## src/rtl/cpu_host.sv

```systemverilog
`default_nettype none
// ============================================================================
// cpu_host : loads a memory image, kicks the core, waits for done (with
//            timeout) and streams the result window back out.
// Revision : 1.0
// ============================================================================
module cpu_host #(
  parameter int LOAD_N   = 64,
  parameter int RES_BASE = 64,
  parameter int RES_N    = 32,
  parameter int TMO      = 4096
) (
  input  logic       clk,
  input  logic       reset,
  input  logic       start,
  input  logic       load_valid,
  input  logic [7:0] load_data,
  output logic       load_ready,
  output logic       mem_wr_en,
  output logic [7:0] mem_addr,
  output logic [7:0] mem_wr_data,
  input  logic [7:0] mem_rd_data,
  output logic       req,
  input  logic       done,
  output logic       res_valid,
  output logic [7:0] res_data,
  input  logic       res_ready,
  output logic       busy,
  output logic       job_done,
  output logic       timeout
);

  localparam logic [8:0]  c_LOAD_LAST = 9'(LOAD_N - 1);
  localparam logic [8:0]  c_RES_LAST  = 9'(RES_N - 1);
  localparam logic [7:0]  c_RES_BASE  = 8'(RES_BASE);
  localparam logic [15:0] c_TMO_LAST  = 16'(TMO - 1);

  typedef enum logic [2:0] {
    S_IDLE  = 3'd0,
    S_LOAD  = 3'd1,
    S_REQ   = 3'd2,
    S_RUN   = 3'd3,
    S_DRAIN = 3'd4,
    S_ERR   = 3'd5
  } state_t;

  state_t      r_state, w_state_nxt;
  logic [8:0]  r_idx, w_idx_nxt;
  logic [15:0] r_cnt, w_cnt_nxt;
  logic        r_timeout, w_timeout_nxt;
  logic        r_job_done, w_job_done_nxt;

  always_ff @(posedge clk or negedge reset) begin
    if (!reset) begin
      r_state    <= S_IDLE;
      r_idx      <= '0;
      r_cnt      <= '0;
      r_timeout  <= 1'b0;
      r_job_done <= 1'b0;
    end else begin
      r_state    <= w_state_nxt;
      r_idx      <= w_idx_nxt;
      r_cnt      <= w_cnt_nxt;
      r_timeout  <= w_timeout_nxt;
      r_job_done <= w_job_done_nxt;
    end
  end

  always_comb begin
    w_state_nxt    = r_state;
    w_idx_nxt      = r_idx;
    w_cnt_nxt      = r_cnt;
    w_timeout_nxt  = r_timeout;
    w_job_done_nxt = 1'b0;
    load_ready     = 1'b0;
    mem_wr_en      = 1'b0;
    mem_addr       = 8'd0;
    mem_wr_data    = 8'd0;
    req            = 1'b0;
    res_valid      = 1'b0;
    res_data       = 8'd0;
    busy           = 1'b0;

    unique case (r_state)
      S_IDLE, S_ERR: begin
        if (start) begin
          w_state_nxt   = S_LOAD;
          w_idx_nxt     = 9'd0;
          w_timeout_nxt = 1'b0;
        end
      end
      S_LOAD: begin
        busy       = 1'b1;
        load_ready = 1'b1;
        mem_addr   = r_idx[7:0];
        if (load_valid) begin
          mem_wr_en   = 1'b1;
          mem_wr_data = load_data;
          w_idx_nxt   = r_idx + 9'd1;
          if (r_idx == c_LOAD_LAST) begin
            w_state_nxt = S_REQ;
          end
        end
      end
      S_REQ: begin
        busy        = 1'b1;
        req         = 1'b1;
        w_cnt_nxt   = 16'd0;
        w_state_nxt = S_RUN;
      end
      S_RUN: begin
        busy = 1'b1;
        // done on the last allowed cycle still counts as success
        if (done) begin
          w_state_nxt = S_DRAIN;
          w_idx_nxt   = 9'd0;
        end else if (r_cnt == c_TMO_LAST) begin
          w_state_nxt   = S_ERR;
          w_timeout_nxt = 1'b1;
        end else begin
          w_cnt_nxt = r_cnt + 16'd1;
        end
      end
      S_DRAIN: begin
        busy      = 1'b1;
        mem_addr  = c_RES_BASE + r_idx[7:0];
        res_valid = 1'b1;
        res_data  = mem_rd_data;
        if (res_ready) begin
          w_idx_nxt = r_idx + 9'd1;
          if (r_idx == c_RES_LAST) begin
            w_state_nxt    = S_IDLE;
            w_job_done_nxt = 1'b1;
          end
        end
      end
      default: begin
        w_state_nxt = S_IDLE;
      end
    endcase
  end

  assign job_done = r_job_done;
  assign timeout  = r_timeout;

endmodule
`default_nettype wire
```

## config.mk

```make
export PLATFORM = sky130hd
export DESIGN_NAME = cpu_host
export DESIGN_NICKNAME = d
export VERILOG_FILES = /design/src/rtl/cpu_host.sv
export SDC_FILE = /design/constraint.sdc
export NUM_CORES = 1
export LEC_CHECK = 0
export ABC_AREA = 1
export BUFFER_PORTS_ARGS = -buffer_cell sky130_fd_sc_hd__buf_4
export CORE_UTILIZATION = 49
export DETAILED_ROUTE_END_ITERATION = 7
export PLACE_DENSITY = 0.73
export SLEW_MARGIN = 40
export SYNTH_ARGS = -nofsm -noshare
export SYNTH_HDL_FRONTEND = slang
export SYNTH_SLANG_ARGS = --single-unit
```

## constraint.sdc

```tcl
create_clock -name clk -period 2.9 [get_ports clk]
set_input_delay 0.58 -clock clk [delete_from_list [all_inputs] [get_ports clk]]
set_output_delay 0.58 -clock clk [all_outputs]
set_load 0.02 [all_outputs]
```

==> metrics.log, run 1 <==
[metrics] setup tns final: 0 ns
[metrics] Reg2Reg Launch Point: r_state[0]$_DFFE_PN0P_
[metrics] Hold Fails Final Rpt: 0
[metrics] Async SR Flop Fraction: 100%
[metrics] worst min-delay path class: input pin to asynchronous set/reset pin
[metrics] clock sink total: 30
[metrics] worst rel slew slack: 73.7%
[metrics] number of instances in the synthesized netlist: 342
[metrics] count of boundary I/O pins: 53
[metrics] cell area reported after detailed placement: 2720 sq um
[metrics] number of DRC violations after detailed-routing iteration 0: 148
[metrics] most numerous cell types in the synthesized netlist: nand2_1 (121), nor2_1 (59), dfrtp_1 (30)
[metrics] Net Count, Synth: 368
[metrics] # DRC: 3
[metrics] crit-path most repeated cell: nand2_1
[metrics] overall overflow remaining after global route: 0
[metrics] overall die width: 70.8 um
[metrics] final number of max-transition violations: 0
[metrics] maximum clock path buffer count: 2
[metrics] growth of design area from synthesis to finish: 22.0%
[metrics] Resized cells post-CTS: 0
[metrics] largest net degree at the start of global routing: 31
[metrics] met1 Track Usage GR: 30.5%
[metrics] data required time at the worst endpoint: 2.32 ns
[metrics] endpoint class of the critical path: output port
[metrics] maximum cell stage delay along the critical path: 0.49 ns
[metrics] source-to-sink clock delay at the later pin of the worst-skew pair: 0.29 ns
[metrics] largest vdd supply drop: 0.346 mV
[metrics] portion of synthesized cell area occupied by the leading cell type: 32.3%
[metrics] number of global-route vias before repair: 2,013
[metrics] number of different library cells in the post-synthesis netlist: 32
[metrics] count of port buffers added during placement: 52
[metrics] starting density of the core: 52.3%
[metrics] final worst-path setup slack: 0.400 ns
[metrics] synthesized flop and latch total: 30
[metrics] number of buffers inserted to repair setup after CTS: 0
[metrics] measured slew at the worst slew-check pin: 0.394 ns
[metrics] busiest layer in global routing: met2
[metrics] number of fill cells: 411
[metrics] arrival time of data at the critical path endpoint: 1.92 ns
[metrics] buffer cell driving the clock tree root: clkbuf_8
[metrics] internal reg-to-reg setup slack: 1.16 ns
[metrics] Warnings, synthesis: 0
[metrics] library cell contributing the largest single delay on the critical path: dfrtp_1
[metrics] upper clock frequency limit: 0.400 GHz
[metrics] placement row count: 24
[metrics] Finished Core Util: 63.7%
[metrics] violated checks: design-rule violations
[metrics] number of vias per cell after detailed routing: 4.82
[metrics] Die Y: 70.8 um
[metrics] number of enable flip-flop cells after synthesis: 0
[metrics] Routability Congestion: 0.840
[metrics] overall fraction of global-route tracks in use: 22.7%
[metrics] most instantiated flip-flop cell in the synthesis netlist: dfrtp_1
[metrics] DRT Wirelength: 5200 um
[metrics] setup slack after placement: 0.707 ns
[metrics] post-route clock skew: 0.00734 ns
[metrics] number of detailed-route iterations in the first pass: 8
[metrics] number of clock buffers inserted by TritonCTS: 5
[metrics] Post-Synthesis Mean Instance Area: 6.79 sq um
[metrics] power density cells: 666 nW/um^2
[metrics] Avg WL per Cell: 11.6 um
[metrics] most common cell in the netlist: nand2_1
[metrics] met3 usage in global routing: 4.84%
[metrics] endpoint of the worst-slack reg-to-reg timing path: r_idx[5]$_DFFE_PN0P_
[metrics] CTS Hold Buffers Added: 0
[metrics] met2 GRT Util: 37.1%
[metrics] critical path class: register to output port
[metrics] Cell Area, Synth: 2320 sq um
[metrics] core box area: 4440 sq um
[metrics] ordered cell list for the critical path: nor2_2 -> nand2_1 -> nand2_1 -> inv_2 -> nor2_1 -> buf_4
[metrics] total design power: 1.89 mW
[metrics] post-synth top area cell: dfrtp_1
[metrics] final critical-path required period: 2.50 ns
[metrics] final period utilization: 86.2%
[metrics] count of nets left with antenna violations after detail routing: 0
[metrics] setup repair after global routing missed its margin: false
[metrics] clock tree from TritonCTS: yes
[metrics] Leakage: 1.47 nW
[metrics] antenna fix cells: 0
[metrics] fraction of the yosys area taken by sequential cells: 32.3%
[metrics] Total Nets Final: 421
[metrics] main area contributors after synthesis: dfrtp_1 (32%), nand2_1 (20%), nor2_1 (9.5%)
[metrics] first-pass GRT wire length: 9050 um
[metrics] HPWL reported at the end of detailed placement: 3910 um
[metrics] clock-pin transition on the worst setup and hold timing paths: 0.07 ns
[metrics] total number of vias: 2,161
[metrics] Finished Cell Area: 2830 sq um
[metrics] Max Fanout on Critical Path: 12
[metrics] Clock H-tree levels: 2
[metrics] initial antenna violation count: 0
[metrics] R2R depth: 7
[metrics] result of the run: complete, but fails checks
[metrics] max-cap check violation count: 0
[metrics] CP startpoint kind: register
[metrics] Die Area: 5020 sq um
[metrics] # setup viols final: 0
[metrics] fraction of final layout cells with drive strength greater than 1: 25.3%
## metrics by stage
step                      hold slack, ns  instances
after floorplan                    0.284        342
after global placement             0.491        440
after detailed placement           0.520        440
after CTS                          0.231        448
after global routing               0.243        448
final                              0.212        448
## routing by layer
| layer | part of all wire (%) | vias up |
|---|---|---|
| met4 | 1.1 | 0 |
| met3 | 4.1 | 7 |
| met5 | 0 | - |
| li1 | - | 1155 |
| met2 | 47 | 41 |
| met1 | 48 | 958 |
## cell usage in the layout, fill, tap and decap left out, types with 6 or more instances in the layout
master	Yosys	final
nand2_1	121	121
nor2_1	59	59
buf_4	0	52
dfrtp_1	30	30
inv_1	29	29
nand3_1	20	20
xor2_1	11	11
inv_2	8	8
nor2_2	7	7
nand2_2	7	7
nand4_1	6	6
o21ai_2	6	6
## cell families after synthesis
kind of cell / count (synthesis) / synth area share, %
flops: 30 / 32.3
simple gates: 232 / 45.5
xor+xnor: 13 / 4.90
buf+inv: 45 / 8.67
compound gates: 18 / 6.41
fa+ha+maj: 4 / 2.16
## critical path: cells and delay by family, from the launching register on
| kind | cells | cell delay (ns) |
|---|---|---|
| buf+inv | 2 | 0.29 |
| flops | 1 | 0.49 |
| simple gates | 4 | 0.86 |
## layout make-up
type	instances	area [sq um]	area share, %
tap	52	65.1	2.30
timing repair buffer	52	390	13.8
inverter	39	148	5.21
clock inverter	3	40.0	1.41
sequential	30	751	26.5
clock buffer	5	68.8	2.43
multi-input combinational	267	1370	48.4
## power by group
| group | switching [mW] | internal (mW) |
|---|---|---|
| Combinational | 0.624 | 0.308 |
| Clock | 0.172 | 0.253 |
| Sequential | 0.0641 | 0.466 |
| Total | 0.860 | 1.03 |
## state kept, by name (all words and copies together), names as in the netlist
register and cells:
r_cnt 16, job_done 1, r_state 3, timeout 1, r_idx 9
## worst max-delay path by stage
stage	startpoint	end	slack [ns]	cells after the start
final	r_state[0]$_DFFE_PN0P_	mem_addr[2]	0.40	6
after global routing	r_state[0]$_DFFE_PN0P_	mem_addr[4]	0.25	6
after CTS	r_state[0]$_DFFE_PN0P_	mem_addr[2]	0.38	6
after detailed placement	r_state[0]$_DFFE_PN0P_	mem_addr[0]	0.71	6
after global placement	r_state[0]$_DFFE_PN0P_	busy	0.76	6
after floorplan	r_state[0]$_DFFE_PN0P_	mem_addr[6]	0.99	3
No activity file was read; power rests on OpenSTA's default activity.
==> run 2, diff against run 1 <==
--- a/config.mk
+++ b/config.mk
@@ -8,8 +8,9 @@
 export ABC_AREA = 1
 export BUFFER_PORTS_ARGS = -buffer_cell sky130_fd_sc_hd__buf_4
 export CORE_UTILIZATION = 49
+export CTS_BUF_LIST = sky130_fd_sc_hd__clkbuf_8
 export DETAILED_ROUTE_END_ITERATION = 7
-export PLACE_DENSITY = 0.73
+export PLACE_DENSITY_LB_ADDON = 0.15
 export SLEW_MARGIN = 40
 export SYNTH_ARGS = -nofsm -noshare
 export SYNTH_HDL_FRONTEND = slang
==> metrics.log, run 2 (same netlist as run 1, synthesis figures left out) <==
[metrics] setup tns final: 0 ns (unchanged)
[metrics] final critical-path required period: 2.50 ns (about the same)
[metrics] critical path class: register to output port (unchanged)
[metrics] worst rel slew slack: 73.3% (was 73.7%)
[metrics] maximum cell stage delay along the critical path: 0.52 ns (was 0.49 ns)
[metrics] DRT Wirelength: 5200 um (unchanged)
[metrics] clock-pin transition on the worst setup and hold timing paths: 0.07 ns (about the same)
[metrics] Die Area: 5020 sq um (unchanged)
[metrics] ordered cell list for the critical path: nor2_2 -> nand2_1 -> nand2_1 -> inv_2 -> nand2_1 -> buf_4 (was nor2_2 -> nand2_1 -> nand2_1 -> inv_2 -> nor2_1 -> buf_4)
[metrics] fraction of final layout cells with drive strength greater than 1: 25.3% (unchanged)
[metrics] count of port buffers added during placement: 52 (unchanged)
[metrics] number of DRC violations after detailed-routing iteration 0: 126 (was 148)
[metrics] Largest register FFs: 16 (unchanged)
[metrics] violated checks: design-rule violations (unchanged)
[metrics] antenna fix cells: 0 (unchanged)
[metrics] # setup viols final: 0 (unchanged)
[metrics] arrival time of data at the critical path endpoint: 1.92 ns (about the same)
[metrics] worst min-delay path class: input pin to asynchronous set/reset pin (unchanged)
[metrics] number of global-route vias before repair: 1,998 (was 2,013)
[metrics] overall die width: 70.8 um (unchanged)
[metrics] Leakage: 1.45 nW (was 1.47 nW)
[metrics] clock tree from TritonCTS: yes (unchanged)
[metrics] crit-path most repeated cell: nand2_1 (unchanged)
[metrics] placement row count: 24 (unchanged)
[metrics] library cell contributing the largest single delay on the critical path: dfrtp_1 (unchanged)
[metrics] total design power: 1.82 mW (was 1.89 mW)
[metrics] Die Y: 70.8 um (unchanged)
[metrics] max-cap check violation count: 0 (unchanged)
[metrics] Hold Fails Final Rpt: 0 (unchanged)
[metrics] clock sink total: 30 (unchanged)
[metrics] top library cells by usage in the layout, fill and taps aside: nand2_1 (121), nor2_1 (59), buf_4 (52), dfrtp_1 (30), inv_1 (29) (unchanged)
[metrics] first-pass GRT wire length: 9010 um (was 9050 um)
[metrics] data required time at the worst endpoint: 2.32 ns (about the same)
[metrics] source-to-sink clock delay at the later pin of the worst-skew pair: 0.29 ns (about the same)
[metrics] Total Nets Final: 421 (unchanged)
[metrics] Avg WL per Cell: 11.6 um (unchanged)
[metrics] count of nets left with antenna violations after detail routing: 0 (unchanged)
[metrics] buffer cell driving the clock tree root: clkbuf_8 (unchanged)
[metrics] most flop-heavy register: r_cnt (unchanged)
[metrics] Resized cells post-CTS: 0 (unchanged)
[metrics] result of the run: complete, but fails checks (unchanged)
[metrics] setup repair after global routing missed its margin: false (unchanged)
[metrics] upper clock frequency limit: 0.400 GHz (about the same)
[metrics] Routability Congestion: 0.814 (was 0.840)
[metrics] growth of design area from synthesis to finish: 21.4% (was 22.0%)
[metrics] most common cell after layout, fill and taps aside: nand2_1 (unchanged)
[metrics] maximum clock path buffer count: 2 (unchanged)
[metrics] largest vdd supply drop: 0.463 mV (was 0.346 mV)
[metrics] number of detailed-route iterations in the first pass: 6 (was 8)
[metrics] CP startpoint kind: register (unchanged)
[metrics] number of clock buffers inserted by TritonCTS: 5 (unchanged)
[metrics] overall overflow remaining after global route: 0 (unchanged)
[metrics] post-route clock skew: 0.0118 ns (was 0.00734 ns)
[metrics] power density cells: 647 nW/um^2 (was 666 nW/um^2)
[metrics] largest net degree at the start of global routing: 31 (unchanged)
[metrics] final number of max-transition violations: 0 (unchanged)
[metrics] measured slew at the worst slew-check pin: 0.400 ns (was 0.394 ns)
[metrics] total number of vias: 2,219 (was 2,161)
[metrics] final period utilization: 86.3% (was 86.2%)
[metrics] HPWL reported at the end of detailed placement: 3900 um (was 3910 um)
[metrics] count of boundary I/O pins: 53 (unchanged)
[metrics] core box area: 4440 sq um (unchanged)
[metrics] # DRC: 12 (was 3)
[metrics] endpoint class of the critical path: output port (unchanged)
[metrics] Regs by FF count: r_cnt (16), r_idx (9), r_state (3) (unchanged)
[metrics] number of vias per cell after detailed routing: 4.95 (was 4.82)
[metrics] overall fraction of global-route tracks in use: 22.7% (about the same)
[metrics] starting density of the core: 52.3% (unchanged)
[metrics] initial antenna violation count: 0 (unchanged)
[metrics] number of buffers inserted to repair setup after CTS: 0 (unchanged)
[metrics] Max Fanout on Critical Path: 12 (unchanged)
[metrics] Clock H-tree levels: 2 (unchanged)
[metrics] CTS Hold Buffers Added: 0 (unchanged)
## run 2: cell types whose count changed in the layout (fill, tap and decap cells not counted), sizes merged
cell / before / now
clkbuf: 5 / 6
clkinvlp: 0 / 1
clkinv: 4 / 3
bufinv: 1 / 0
## run 2: through the flow
stage,cells,utilization (%),hold WS (ns),worst slack (ns),area [sq um]
floorplan,342,-,0.284,0.988,2320
global placement,440,61.3,0.492,0.751,2720
detailed placement,440,61.3,0.493,0.707,2720
CTS,448,63.4,0.225,0.381,2820
global route,448,63.4,0.249,0.213,2820
finish,448,63.4,0.212,0.398,2820
## run 2: layout make-up
class	count	area, sq um
Clock buffer	6	82.6
Multi-Input combinational cell	267	1370
Tap cell	52	65.1
Clock inverter	2	12.5
Timing Repair Buffer	52	390
Sequential cell	30	751
Fill cell	433	1630
Inverter	39	148
## run 2: worst paths after layout
| path | start | to | slack, ns | cells after the start |
|---|---|---|---|---|
| max | r_state[0]$_DFFE_PN0P_ | busy | 0.40 | 6 |
| min | reset | r_cnt[9]$_DFFE_PN0P_ | 0.21 | 1 |
| max reg2reg | r_state[0]$_DFFE_PN0P_ | r_idx[5]$_DFFE_PN0P_ | 1.17 | 7 |
| min reg2reg | timeout$_DFFE_PN0P_ | timeout$_DFFE_PN0P_ | 0.51 | 1 |
| max in group asynchronous | reset | r_idx[4]$_DFFE_PN0P_ | 2.40 | 1 |
| min in group clk | timeout$_DFFE_PN0P_ | timeout$_DFFE_PN0P_ | 0.51 | 1 |
## run 2: report_power, final
| group | leakage [nW] | internal, mW | switching (mW) |
|---|---|---|---|
| combinational | 0.994 | 0.307 | 0.628 |
| sequential | 0.414 | 0.466 | 0.0610 |
| clock | 0.0472 | 0.191 | 0.171 |
| total | 1.45 | 0.964 | 0.860 |
## run 2: per-layer routing
metal	share of wire, %	global-route usage, %	vias up
li1	-	-	1163
met1	47	29.6	1000
met2	47	38.4	52
met3	5.1	4.42	4
met4	1.2	6.89	0
met5	0	0	-
## run 2: worst max-delay path, delay by kind of cell, from the launching register on
family,cells,cell delay (ns)
DFF,1,0.52
and+or+nand+nor,4,0.74
buffers and inverters,2,0.38
